**src/rtl/state_step_sequencer.sv**
```systemverilog
// Command-driven 4-bit state stepper feeding the next-state register stage.
// Optional feature macro: STATE_STEP_SEQUENCER_GRAY_EN (Gray-code stepping instead of binary).
module state_step_sequencer #(
    parameter int         DEPTH       = 4,
    parameter logic [3:0] RESET_STATE = 4'd12
) (
    input  logic       ClkA,
    input  logic       Reset,
    input  logic       CmdValid,
    output logic       CmdReady,
    input  logic [1:0] CmdOp,
    input  logic [3:0] CmdData,
    output logic [3:0] CurrentState,
    output logic       Wrap,
    output logic       Busy
);
    localparam int AW = $clog2(DEPTH);
    localparam int CW = AW + 1;
    localparam logic [CW-1:0] FULL_CNT = CW'(DEPTH);
    localparam logic [1:0] OP_LOAD = 2'b00;
    localparam logic [1:0] OP_UP   = 2'b01;
    localparam logic [1:0] OP_HOLD = 2'b11;

    typedef enum logic [1:0] {ST_IDLE, ST_RUN, ST_WAIT} fsm_t;

    logic [5:0]    fifo_q [DEPTH];
    logic [AW-1:0] wr_ptr_q, wr_ptr_d, rd_ptr_q, rd_ptr_d;
    logic [CW-1:0] count_q, count_d;
    fsm_t          fsm_q, fsm_d;
    logic [3:0]    state_q, state_d, rem_q, rem_d;
    logic          dir_up_q, dir_up_d, wrap_q, wrap_d, busy_q, busy_d;
    logic          push, pop;
    logic [1:0]    head_op;
    logic [3:0]    head_n;

`ifdef STATE_STEP_SEQUENCER_GRAY_EN
    function automatic logic [3:0] gray_to_bin(input logic [3:0] g);
        logic [3:0] b;
        b[3] = g[3];
        for (int i = 2; i >= 0; i--) b[i] = b[i+1] ^ g[i];
        return b;
    endfunction

    function automatic logic [3:0] step_fn(input logic [3:0] s, input logic up);
        logic [3:0] b;
        b = gray_to_bin(s);
        b = up ? b + 4'd1 : b - 4'd1;
        return b ^ {1'b0, b[3:1]};
    endfunction

    // Gray(15) = 1000 and Gray(0) = 0000 mark the sequence ends.
    function automatic logic wrap_fn(input logic [3:0] s, input logic up);
        return up ? (s == 4'b1000) : (s == 4'b0000);
    endfunction
`else
    function automatic logic [3:0] step_fn(input logic [3:0] s, input logic up);
        return up ? s + 4'd1 : s - 4'd1;
    endfunction

    function automatic logic wrap_fn(input logic [3:0] s, input logic up);
        return up ? (s == 4'd15) : (s == 4'd0);
    endfunction
`endif

    assign CmdReady     = (count_q != FULL_CNT);
    assign CurrentState = state_q;
    assign Wrap         = wrap_q;
    assign Busy         = busy_q;

    always_comb begin
        push              = CmdValid && CmdReady;
        pop               = (fsm_q == ST_IDLE) && (count_q != '0);
        {head_op, head_n} = fifo_q[rd_ptr_q];
        state_d           = state_q;
        rem_d             = rem_q;
        fsm_d             = fsm_q;
        dir_up_d          = dir_up_q;
        wrap_d            = 1'b0;
        wr_ptr_d          = push ? wr_ptr_q + AW'(1) : wr_ptr_q;
        rd_ptr_d          = pop ? rd_ptr_q + AW'(1) : rd_ptr_q;

        case (fsm_q)
            ST_IDLE: begin
                // LOAD always loads; counted ops with N = 0 only burn the pop cycle.
                if (pop) begin
                    if (head_op == OP_LOAD) begin
                        state_d = head_n;
                    end else if (head_n != 4'd0) begin
                        rem_d = head_n - 4'd1;
                        if (head_op != OP_HOLD) begin
                            dir_up_d = (head_op == OP_UP);
                            state_d  = step_fn(state_q, dir_up_d);
                            wrap_d   = wrap_fn(state_q, dir_up_d);
                            if (head_n != 4'd1) fsm_d = ST_RUN;
                        end else if (head_n != 4'd1) begin
                            fsm_d = ST_WAIT;
                        end
                    end
                end
            end
            ST_RUN: begin
                state_d = step_fn(state_q, dir_up_q);
                wrap_d  = wrap_fn(state_q, dir_up_q);
                rem_d   = rem_q - 4'd1;
                if (rem_q == 4'd1) fsm_d = ST_IDLE;
            end
            ST_WAIT: begin
                rem_d = rem_q - 4'd1;
                if (rem_q == 4'd1) fsm_d = ST_IDLE;
            end
            default: fsm_d = ST_IDLE;
        endcase

        case ({push, pop})
            2'b10:   count_d = count_q + CW'(1);
            2'b01:   count_d = count_q - CW'(1);
            default: count_d = count_q;
        endcase

        busy_d = (fsm_d != ST_IDLE) || (count_d != '0);
    end

    always_ff @(posedge ClkA) begin
        if (Reset) begin
            wr_ptr_q <= '0;
            rd_ptr_q <= '0;
            count_q  <= '0;
            fsm_q    <= ST_IDLE;
            state_q  <= RESET_STATE;
            rem_q    <= 4'd0;
            dir_up_q <= 1'b1;
            wrap_q   <= 1'b0;
            busy_q   <= 1'b0;
        end else begin
            wr_ptr_q <= wr_ptr_d;
            rd_ptr_q <= rd_ptr_d;
            count_q  <= count_d;
            fsm_q    <= fsm_d;
            state_q  <= state_d;
            rem_q    <= rem_d;
            dir_up_q <= dir_up_d;
            wrap_q   <= wrap_d;
            busy_q   <= busy_d;
        end
    end

    always_ff @(posedge ClkA) begin
        if (push && !Reset) fifo_q[wr_ptr_q] <= {CmdOp, CmdData};
    end
endmodule

```
**config.mk**
```make
export PLATFORM = sky130hd
export DESIGN_NAME = state_step_sequencer
export DESIGN_NICKNAME = d
export VERILOG_FILES = /design/src/rtl/state_step_sequencer.sv
export SDC_FILE = /design/constraint.sdc
export NUM_CORES = 1
export LEC_CHECK = 0
export BUFFER_PORTS_ARGS = -buffer_cell sky130_fd_sc_hd__clkbuf_2
export CAP_MARGIN = 20
export CORE_UTILIZATION = 60
export DETAILED_ROUTE_END_ITERATION = 12
export GPL_TIMING_DRIVEN = 1
export PLACE_DENSITY_LB_ADDON = 0.15
export SLEW_MARGIN = 0
export SYNTH_ARGS = -nofsm -noshare
export SYNTH_HDL_FRONTEND = slang
export SYNTH_SLANG_ARGS = --single-unit
```
**constraint.sdc**
```tcl
create_clock -name ClkA -period 4.9 [get_ports ClkA]
set_clock_uncertainty 0.1 [all_clocks]
set_input_delay 0.49 -clock ClkA [delete_from_list [all_inputs] [get_ports ClkA]]
set_output_delay 0.49 -clock ClkA [all_outputs]
set_load 0.01 [all_outputs]
```
Word level (Yosys, flattened, before mapping)
Memory sizes are Yosys's and may differ from the RTL's. A register that Yosys moved wholly into a read port is not among the register bits.
Index checks and enable logic that the tools add are counted.
Word-level totals
  word-level logic and storage cells: 83
  flip-flop bits (word level): 20
  memory bits (writable): 24
  input port bits: 9
  output and inout port bits: 7
  memories: 1
Cells by class
  reduce and logical (&&, ||, !) cells: 18
  bitwise gates (word level): 1
  muxes and demuxes: 31
  eq/ne operators: 15
  add/subtract/negate cells: 8
Memories
  fifo_q: depth 4, bits a word 6, rd ports 1, clocked after memory_dff 1, write ports 1, line 26  | logic [5:0] fifo_q [DEPTH];
Operators with widths (count)
  2-to-1 mux 4 bit: 9
  2-to-1 mux 2 bit: 9
  case mux 4 bit (2 select lines): 2
  subtractor 4 x 1 -> 4 bit (second input constant): 3
  2-to-1 mux 1 bit: 8
  AND reduction 4 bit: 2
  equality test 2 x 1 -> 1 bit (second input constant): 3
  != test 2 bit (second input constant): 3
  != test 3 x 1 -> 1 bit (second input constant): 2
  case mux 3 bit (2 select lines): 1
  nonzero test 2 bit: 3
  nonzero test 3 bit: 2
  AND reduction 5 bit: 1
  adder 2 x 1 -> 2 bit (second input constant): 2
  adder 4 x 1 -> 4 bit (second input constant): 1
  equality test 2 bit (second input constant): 2
  equality test 4 x 1 -> 1 bit (second input constant): 1
  equality test 4 bit (second input constant): 1
  zero test 2 bit: 2
  zero test 4 bit: 1
  != test 4 x 1 -> 1 bit (second input constant): 1
  case mux 2 bit (2 select lines): 1
  nonzero test 4 bit: 1
  adder 3 x 1 -> 3 bit (second input constant): 1
  other kinds (9): 11

Longest topological paths before layout
  depth in word-level cells: 9
  depth in mapped cells: 12
  mapped depth without buffers: 12

Worst setup path before layout
No wires, ideal clock.
  path type: flip-flop to flip-flop
  from: register fsm_q[1]
  to: register busy_q, in the netlist Busy
  period minus slack after synthesis: 2383 ps
  arrival time: 2151 ps
  required time: 4668 ps
  setup slack: 2517 ps
  cell stages (with the launch flop): 13
  buffers on the path: 0
  setup time: 132 ps
  path through: dfxtp_1 -> inv_1 -> ha_1 -> nand2b_1 -> inv_1 -> ha_1 -> inv_1 -> fa_1 -> xnor2_1 -> xnor2_1 -> nand3_1 -> o21ai_0 -> a21oi_1
RTL lines
  from (decl): line 29  | fsm_t fsm_q, fsm_d;
  from (signal assigned): line 138  | fsm_q <= fsm_d;
  zero test 2 bit *: line 72  | pop = (fsm_q == ST_IDLE) && (count_q != '0);
  logical AND 1 bit *: line 72
  named net pop: line 32  | logic push, pop;
  equality test 2 x 1 -> 1 bit, or another cell as far along: line 114  | case ({push, pop})
  case mux 3 bit (2 select lines) or case mux 2 bit (2 select lines) (tied branches): line 114, 82
  nonzero test 3 bit or nonzero test 2 bit (tied branches): line 120  | busy_d = (fsm_d != ST_IDLE) || (count_d != '0);
  logical OR 1 bit *: line 120
  to (signal assigned): line 143  | busy_q <= busy_d;
  to (decl): line 31  | logic dir_up_q, dir_up_d, wrap_q, wrap_d, busy_q, busy_d;
Mark *: on every way through the listed nets, which the timed path passes. The rest lies on a longest branch.
A chain may end at the register's enable or synchronous reset.

Worst setup path after layout
Same ends and word-level chain as after synthesis.

==> reports/results.txt <==
CTS root buf = clkbuf_8
Status = finished clean
F_max = 0.373 GHz
Worst slew pin tran = 0.504 ns
Core footprint = 4060 um2
Nets = 277
Worst EP arrival = 2.75 ns
Antenna violations before repair = 0
Seq cells post-synth = 46
Critical Path Fanout Max = 5
Overall Global Routing Usage = 0.232
Largest net degree at the start of global routing = 21
Post_cts resized = 0
Clk_lat worst skew = 0.30 ns
Leak = 1.07 nW
Die Wd = 67.3 um
CTS tree = done
Area fraction of the dominant cell type after synthesis = 0.282
Max stage delay cell, worst path = fa_1
Min cycle time layout = 2.68 ns
Period utilization = 0.547
Comb pwr share = 0.462
Sequential power share = 0.351
Pins over their slew limit = 0
Seq/Total Area, Yosys = 0.454
P&R area growth vs syn = 7.64%
Wire length on met1 = 1970 um
Ys flop type = edfxtp_1
Drt via density = 5.73
Switch share = 0.394
Hold slack = 0.303 ns
Num CTS Buffers = 5
Die height = 67.3 um
Pwr dens = 567 nW/um2
Post-synthesis cell type count = 42
Sink Count = 46
First-pass GRT wire length = 7470 um
Area leader, netlist = edfxtp_1
Final setup viols = 0
Crit-path cells = inv_1 > ha_1 > nand2b_1 > inv_1 > ha_1 > inv_1 > fa_1 > xnor2_1 > xnor2_1 > nand3_1 > o21ai_0 > a21oi_1
CP peak stage delay = 0.37 ns
GRT overflow = 0
Fin area = 2750 um2
Kind of critical path = reg2reg
# diodes = 0
Syn_area_per_cell = 10.7 um2
Final Hold Viols = 0
I/O pins = 16
Vias in the first global route = 1,697
Clk network pwr share = 0.187
Top cell by count, worst path = inv_1
Worst relative slew slack = 0.664
Min-delay worst type = in2reg
Via count = 1,729
Worst setup SP type = register
Ranking of synthesized cells by area = edfxtp_1, dfxtp_1, ha_1
Ys Warns = 0
First drt pass iteration count = 4
Initial cell density of the core = 0.630
Gpl congestion = 0.803
Tot Pwr = 1.56 mW
Max IR drop VDD = 245 uV
Non-filler cells, final = 302
Internal = 0.944 mW
Postcts setup bufs = 0
Clock Pin Slew Worst Setup and Hold Paths = 0.09 ns
WL/cell = 15.3 um
Final Core Density = 0.678
FILL cells = 309
Final setup margin = 2.22 ns
Drt total wl = 4610 um
CP endpoint kind = register
Drt initial violations = 77
# rows = 23
Routed met2 length = 2440 um
Residual DRC = 0
Max-Cap Viols = 0
Die area = 4520 um2
Sw power = 0.615 mW
Setup TNS = 0 ns
ANT nets after route = 0
Post-Syn Area = 2550 um2
Dpl cells = 294
Layout cells sized above 1 = 0.143
Worst EP required = 4.97 ns
H-Tree Depth = 2
Async S/R FF share, synth = 0
Worst slack at placement = 2.26 ns
Detailed Place HPWL = 3310 um
Clk buf depth = 2
Metal3 WL = 97 um
Dpl cell area = 2630 um2
Top layer in use = met4
Syn Nets = 264
PortBufs = 15
Synthesized instance count = 238
Number of synthesized flops with an enable pin = 24
Hold buffers post-CTS = 0
RSZ-0062 raised after global routing = no
## critical path, delay by kind of cell (launching register included)
family	cells	cell delay [ns]
AO/OA/AOI/OAI	2	0.24
XOR/XNOR	2	0.39
adder cells (fa/ha/maj)	3	0.87
buffers and inverters	3	0.34
flip-flops	1	0.34
AND/OR/NAND/NOR	2	0.28
## cells in the final DEF (no fill, tap or decap), drive strengths merged, types with 3 or more instances in the layout
| master | Yosys | routed |
|---|---|---|
| a211oi | 3 | 3 |
| a21oi | 16 | 16 |
| and2 | 5 | 5 |
| clkbuf | 4 | 20 |
| dfxtp | 22 | 22 |
| edfxtp | 24 | 24 |
| ha | 16 | 16 |
| inv | 22 | 24 |
| mux2i | 9 | 9 |
| mux4 | 7 | 7 |
| nand2 | 16 | 16 |
| nand2b | 4 | 4 |
| nand3 | 5 | 5 |
| nor2 | 29 | 29 |
| nor3 | 5 | 5 |
| o21ai | 11 | 11 |
| o21bai | 3 | 3 |
| xnor2 | 7 | 7 |
| xor2 | 3 | 3 |
## synth_stat cells (2+ instances only)
library cell,n
nand3_1,5
mux4_2,3
nand2_1,16
and3_1,2
nand2b_1,4
o21ai_0,11
and2_1,5
inv_1,21
buf_6,3
a311oi_2,2
mux2i_1,9
nor2_1,29
a21oi_2,2
xnor2_1,7
a21oi_1,14
o211ai_1,2
mux4_1,4
o21bai_1,3
a211oi_1,3
dfxtp_1,22
clkbuf_1,4
a32oi_1,2
ha_1,16
nor3_1,5
edfxtp_1,24
buf_2,2
xor2_1,3
## power by group through the flow
stage	registers, mW	clock network, mW	logic [mW]
3_3_place_gp	0.551	0	0.703
5_1_grt	0.559	0.304	0.811
3_5_place_dp	0.555	0	0.713
4_1_cts	0.547	0.295	0.721
6_report	0.547	0.292	0.721
2_1_floorplan	0.529	0	0.610
## state kept, by name, indices dropped and copies added (netlist names), named ones only
register      cells
CurrentState      4
rem_q             4
dir_up_q          1
fsm_q             2
rd_ptr_q          2
fifo_q           24
wr_ptr_q          2
count_q           3
Wrap              1
Busy              1
## logic make-up after synthesis
kind of cell             count (synthesis)  synth area share
flip-flops                              46             0.454
XOR/XNOR                                10            0.0343
AND/OR/NAND/NOR                         69             0.121
AO/OA/AOI/OAI                           48             0.141
multiplexers                            17             0.107
buffers and inverters                   31            0.0553
adder cells (fa/ha/maj)                 17            0.0862
## worst paths after layout
kind         depth (start not counted)                start  slack [ns]                      to
max                                 12  fsm_q[1]$_SDFF_PP0_        2.22         Busy$_SDFF_PP0_
min                                  1           CmdData[2]        0.30  fifo_q[1][2]$_DFFE_PP_
max reg2reg                         12  fsm_q[1]$_SDFF_PP0_        2.22         Busy$_SDFF_PP0_
min reg2reg                          2  fsm_q[1]$_SDFF_PP0_        0.39     fsm_q[1]$_SDFF_PP0_
## routing by layer
metal	global-route usage	vias to the layer above
met5	0	-
met4	0.109	0
met3	0.0541	10
met2	0.425	25
met1	0.248	825
li1	-	869
## layout make-up
class	count	area [um2]	area share
clock inverter	3	47.5	0.0173
multi-input combinational	161	1250	0.455
sequential	46	1160	0.422
clock buffer	5	68.8	0.0250
tap	50	62.6	0.0227
timing repair buffer	15	75.1	0.0273
inverter	22	82.6	0.0300
Note: power is estimated with default switching activity, not from simulation.
